$ cat src/rtl/seg_display_ctrl.sv
// ---------------------------------------------------------------------------
// seg_display_ctrl
// Round-robin arbiter, capture, shared hex decoder and atomic commit of four
// 7-segment bytes {dp,g,f,e,d,c,b,a} with per-digit blink gating.
// Rev 1.0 - initial release
// ---------------------------------------------------------------------------
`default_nettype none

module seg_display_ctrl #(
  parameter logic [23:0] BLINK_DIV = 24'd6000000
) (
  input  logic        CLK,
  input  logic        RST,
  input  logic        REQ0,
  input  logic [15:0] VAL0,
  input  logic [3:0]  DP0,
  input  logic [3:0]  BLK0,
  output logic        ACK0,
  input  logic        REQ1,
  input  logic [15:0] VAL1,
  input  logic [3:0]  DP1,
  input  logic [3:0]  BLK1,
  output logic        ACK1,
  output logic [7:0]  DIG0,
  output logic [7:0]  DIG1,
  output logic [7:0]  DIG2,
  output logic [7:0]  DIG3,
  output logic        BUSY,
  output logic        OWNER
);

  typedef enum logic [1:0] {
    S_IDLE    = 2'd0,
    S_CAPTURE = 2'd1,
    S_DECODE  = 2'd2,
    S_COMMIT  = 2'd3
  } state_t;

  state_t          state;
  logic            last_grant;
  logic            win;
  logic            grant;
  logic [15:0]     cap_val;
  logic [3:0]      cap_dp;
  logic [3:0]      cap_blk;
  logic [1:0]      idx;
  logic [3:0]      nibble;
  logic [6:0]      seg7;
  logic [3:0][7:0] shadow;
  logic [3:0][7:0] com_bytes;
  logic [3:0]      com_blk;
  logic [3:0][7:0] next_bytes;
  logic [3:0]      next_blk;
  logic [23:0]     blink_cnt;
  logic            phase;
  logic            wrap;
  logic            next_phase;

  // Arbitration: a lone requester wins; on a tie the one not granted last wins
  always_comb begin
    grant = 1'b0;
    if (REQ0 && REQ1) begin
      grant = ~last_grant;
    end else if (REQ1) begin
      grant = 1'b1;
    end
  end

  // Shared hex-to-segment decoder fed by the nibble selected by the digit index
  always_comb begin
    nibble = cap_val[{idx, 2'b00} +: 4];
    case (nibble)
      4'h0: seg7 = 7'h3F;
      4'h1: seg7 = 7'h06;
      4'h2: seg7 = 7'h5B;
      4'h3: seg7 = 7'h4F;
      4'h4: seg7 = 7'h66;
      4'h5: seg7 = 7'h6D;
      4'h6: seg7 = 7'h7D;
      4'h7: seg7 = 7'h07;
      4'h8: seg7 = 7'h7F;
      4'h9: seg7 = 7'h6F;
      4'hA: seg7 = 7'h77;
      4'hB: seg7 = 7'h7C;
      4'hC: seg7 = 7'h39;
      4'hD: seg7 = 7'h5E;
      4'hE: seg7 = 7'h79;
      default: seg7 = 7'h71;
    endcase
  end

  // Update sequencer: sample/capture, acknowledge, decode four digits, commit
  always_ff @(posedge CLK) begin
    if (RST) begin
      state      <= S_IDLE;
      last_grant <= 1'b1;
      win        <= 1'b0;
      cap_val    <= 16'h0000;
      cap_dp     <= 4'h0;
      cap_blk    <= 4'h0;
      idx        <= 2'd0;
      shadow     <= '0;
      ACK0       <= 1'b0;
      ACK1       <= 1'b0;
      BUSY       <= 1'b0;
    end else begin
      ACK0 <= 1'b0;
      ACK1 <= 1'b0;
      case (state)
        S_IDLE: begin
          if (REQ0 || REQ1) begin
            win        <= grant;
            last_grant <= grant;
            cap_val    <= grant ? VAL1 : VAL0;
            cap_dp     <= grant ? DP1  : DP0;
            cap_blk    <= grant ? BLK1 : BLK0;
            BUSY       <= 1'b1;
            state      <= S_CAPTURE;
          end
        end
        S_CAPTURE: begin
          ACK0  <= ~win;
          ACK1  <= win;
          idx   <= 2'd0;
          state <= S_DECODE;
        end
        S_DECODE: begin
          shadow[idx] <= {cap_dp[idx], seg7};
          idx         <= idx + 2'd1;
          if (idx == 2'd3) begin
            state <= S_COMMIT;
          end
        end
        S_COMMIT: begin
          BUSY  <= 1'b0;
          state <= S_IDLE;
        end
        default: begin
          state <= S_IDLE;
        end
      endcase
    end
  end

  assign wrap = (blink_cnt == BLINK_DIV - 24'd1);

  // Free-running blink timebase, independent of the update sequencer
  always_ff @(posedge CLK) begin
    if (RST) begin
      blink_cnt <= 24'd0;
      phase     <= 1'b0;
    end else if (wrap) begin
      blink_cnt <= 24'd0;
      phase     <= ~phase;
    end else begin
      blink_cnt <= blink_cnt + 24'd1;
    end
  end

  // Values the display will hold after this edge, so a commit and a blink
  // toggle landing on the same edge are both reflected immediately
  always_comb begin
    next_phase = phase ^ wrap;
    next_bytes = com_bytes;
    next_blk   = com_blk;
    if (state == S_COMMIT) begin
      next_bytes = shadow;
      next_blk   = cap_blk;
    end
  end

  // Committed digits, blink mask and owner, plus the gated output bytes
  always_ff @(posedge CLK) begin
    if (RST) begin
      com_bytes <= '0;
      com_blk   <= 4'h0;
      OWNER     <= 1'b0;
      DIG0      <= 8'h00;
      DIG1      <= 8'h00;
      DIG2      <= 8'h00;
      DIG3      <= 8'h00;
    end else begin
      com_bytes <= next_bytes;
      com_blk   <= next_blk;
      if (state == S_COMMIT) begin
        OWNER <= win;
      end
      DIG0 <= (next_phase && next_blk[0]) ? 8'h00 : next_bytes[0];
      DIG1 <= (next_phase && next_blk[1]) ? 8'h00 : next_bytes[1];
      DIG2 <= (next_phase && next_blk[2]) ? 8'h00 : next_bytes[2];
      DIG3 <= (next_phase && next_blk[3]) ? 8'h00 : next_bytes[3];
    end
  end

endmodule

`default_nettype wire

$ cat config.mk
export PLATFORM = sky130hd
export DESIGN_NAME = seg_display_ctrl
export DESIGN_NICKNAME = d
export VERILOG_FILES = /design/src/rtl/seg_display_ctrl.sv
export SDC_FILE = /design/constraint.sdc
export NUM_CORES = 1
export LEC_CHECK = 0
export BUFFER_PORTS_ARGS = -buffer_cell sky130_fd_sc_hd__buf_2
export CAP_MARGIN = 0
export CELL_PAD_IN_SITES_DETAIL_PLACEMENT = 1
export CELL_PAD_IN_SITES_GLOBAL_PLACEMENT = 2
export CORE_MARGIN = 2
export CORE_UTILIZATION = 39
export DETAILED_ROUTE_END_ITERATION = 6
export GPL_TIMING_DRIVEN = 0
export PLACE_DENSITY = 0.87
export SLEW_MARGIN = 25
export SYNTH_ARGS = -nofsm -noshare
export SYNTH_HDL_FRONTEND = slang
export SYNTH_SLANG_ARGS = --single-unit
export TNS_END_PERCENT = 20
$ cat constraint.sdc
create_clock -name CLK -period 5.5 [get_ports CLK]
set_clock_uncertainty 0.05 [all_clocks]
set_input_delay 1.1 -clock CLK [delete_from_list [all_inputs] [get_ports CLK]]
set_output_delay 1.1 -clock CLK [all_outputs]
set_load 0.01 [all_outputs]
==> impl_metrics.yaml <==
power:
  ir_worst_vdd_mv: 0.2350
  p_per_area_nw_per_um2: 397.9
  power_leakage_nw: 3.005
cts:
  h-tree-depth: 4
  cts.path.max_buffers: 2
  cts_sinks: 159
  cts.clk_slew.worst_paths_ps: 70
  ctsHoldBuffers: 0
  cts_made_buffers: 17
  cts_setup_buffers: 0
  worstSkewPairLatency_ps: 430
  cts_tree: "built"
  clockRootBuffer: "clkbuf_16"
  cts_resized: 0
synth:
  ys_ff_latch: 159
  syn_nets: 731
  synth_ff_type: "dfxtp_1"
  ys_types: 52
  synth_edf_count: 0
  synth_area_um2: 6560
  yosysWarnings: 0
  yosysSeqAreaShare_pct: 48.52
  synthArstFlopShare_pct: 0
  syn_inst: 663
  synth_area_per_cell_um2: 9.894
critical_path:
  cp.arrival_ps: 2850
  end_kind: "register"
  crit_path_start_kind: "register"
  worstPathRequired_ps: 5730
  critPathMaxFanout: 10
  slowest_delay_ps: 460
  crit_chain: "ha_1 > buf_2 > mux2i_1 > nor2_1 > and4_1 > clkbuf_1 > nor4_1"
  crit_path_top_delay_cell: "mux2i_1"
  reg2regPathDepth: 7
  critPathKind: "register to register"
timing:
  finalCritPeriodShare_pct: 47.56
  rsz0062_at_grt: "no"
  setup_tns_ps: 0
  holdWs_ps: 409.3
  layout_min_cycle_time_ps: 2616
  relSlewSlack_pct: 40.71
  hold_viol: 0
  worstMarginPinSlew_ps: 889.3
  finalSetupViolations: 0
  report.final.slew_viol_count: 0
  timing.fmax_ghz: 0.3823
cells_and_area:
  layout_commonest_cell: "dfxtp_1"
  layout_common_cells: "dfxtp_1, buf_2, nor2_1"
  diodes: 0
  finalNetCount: 837
  area_delta_synth_final_pct: 19.49
  drive_gt1_share_pct: 18.80
grt:
  grt_pass1_wl_um: 28810
  antenna_found_initial: 0
  grt_use_total_pct: 20.49
  grt_overflow: 0
  grt_max_degree: 17
  grt_pass1_vias: 5610
min_path:
  hold_class: "register to register"
  min_path_cells: 1
placed_design:
  port_buffers: 87
  place_congestion: 0.7993
  dpl.hpwl_um: 13150
drt:
  drt_iter0_markers: 236
  ant_nets: 0
  route.detailed.drc: 0
  num_vias: 5330
  vias_per_cell: 5.319
  drtPass1Iterations: 4
  wl_per_cell_um: 17.53
  routed_wl_um: 17570
outcome:
  outcome: "completed"
die:
  initial_core_util_pct: 39.70
  core_um2: 16520
  die_x_um: 133.7
  rows: 47
  die_h_um: 133.7
  fp.dieArea_um2: 17870
  top_level_ports: 88
run:
  drv_cap: 0
flip-flops by register name, summed over array words and instances (netlist names), 2 cells and up:
signal	count
DIG0	8
blink_cnt	24
cap_blk	4
shadow	32
cap_val	16
DIG1	8
com_bytes	32
cap_dp	4
DIG2	8
DIG3	8
idx	2
com_blk	4
state	2
Yosys cell counts (2+ instances only):
library cell,number,area (um2)
a211oi_1,24,180.2
a21oi_1,24,120.1
a311oi_1,4,35.03
a311oi_2,4,60.06
and2_1,3,18.77
and3_1,2,12.51
and3b_1,2,17.52
and4_1,11,96.34
buf_1,3,11.26
buf_2,9,45.04
buf_6,2,22.52
clkbuf_1,34,127.6
dfxtp_1,159,3183
ha_1,16,200.2
inv_1,12,45.04
mux2i_1,67,670.6
mux4_2,5,112.6
nand2_1,21,78.83
nand2b_1,4,25.02
nand3_1,16,80.08
nand3b_1,24,180.2
nand4_1,9,56.30
nor2_1,86,322.8
nor2b_1,2,12.51
nor3_1,3,15.01
nor4_1,34,212.7
o21ai_0,15,75.07
o21ai_1,4,20.02
o21bai_1,2,15.01
o22ai_1,2,12.51
o31ai_1,11,82.58
o41ai_1,4,35.03
or2_2,5,31.28
or4_1,7,52.55
xnor2_1,7,61.31
xor2_1,10,87.58
cell families (layout without fill, tap and decap cells):
| logic type | count (synthesis) | in the layout | synth area share [%] |
|---|---|---|---|
| buffers and inverters | 60 | 179 | 3.834 |
| XOR/XNOR | 17 | 17 | 2.270 |
| multiplexers | 74 | 74 | 12.34 |
| AND/OR/NAND/NOR | 236 | 236 | 19.38 |
| flip-flops | 159 | 159 | 48.52 |
| adder cells (fa/ha/maj) | 16 | 16 | 3.052 |
| AO/OA/AOI/OAI | 101 | 101 | 10.60 |
worst paths after layout:
| path | end | from | slack [ps] |
|---|---|---|---|
| setup / recovery | DIG2[7] | state[0] | 2880 |
| hold / removal | blink_cnt[0] | blink_cnt[0] | 410 |
| setup reg to reg | DIG2[7] | state[0] | 2880 |
| hold reg to reg | blink_cnt[0] | blink_cnt[0] | 410 |
through the flow:
step	cell area, um2	std cells	utilization (%)	power [W]	worst slack [ps]
after floorplan	6560	663	-	0.001786	3172
after global placement	7271	970	44.00	0.001960	2805
after detailed placement	7271	970	44.00	0.001999	2707
after CTS	7839	1002	47.44	0.003141	2890
after global routing	7839	1002	47.44	0.003263	2708
final	7839	1002	47.44	0.003119	2884
where the power goes:
group	leakage, nW	total [W]	switching [W]	internal (W)
Sequential	1.29	0.00132	0.0000680	0.00125
Combinational	1.44	0.000657	0.000402	0.000255
Clock	0.274	0.00114	0.000504	0.000641
Total	3.01	0.00312	0.000973	0.00215
critical path, delay by kind of cell (launching register included):
family	cells	cell delay, ps
buffers and inverters	2	610
and+or+nand+nor	3	730
DFF	1	400
adders and majority gates	1	220
muxes	1	460
layout make-up:
cell class	count	area, um2
tap	220	275.3
sequential	159	3183
inverter	12	45.04
clock buffer	18	439.2
multi-input combinational	444	3126
buffer	48	206.4
fill	1898	8686
timing repair buffer	87	435.4
clock inverter	14	128.9
layer usage:
metal | wire [um] | GRT usage (%) | share of wire, %
met3 | 602 | 3.729 | 3.4
met4 | 351 | 7.506 | 2.0
met1 | 8299 | 26.37 | 47
met5 | 0 | 0 | 0
met2 | 8312 | 34.45 | 47
Power figures use the tool's default switching activity.
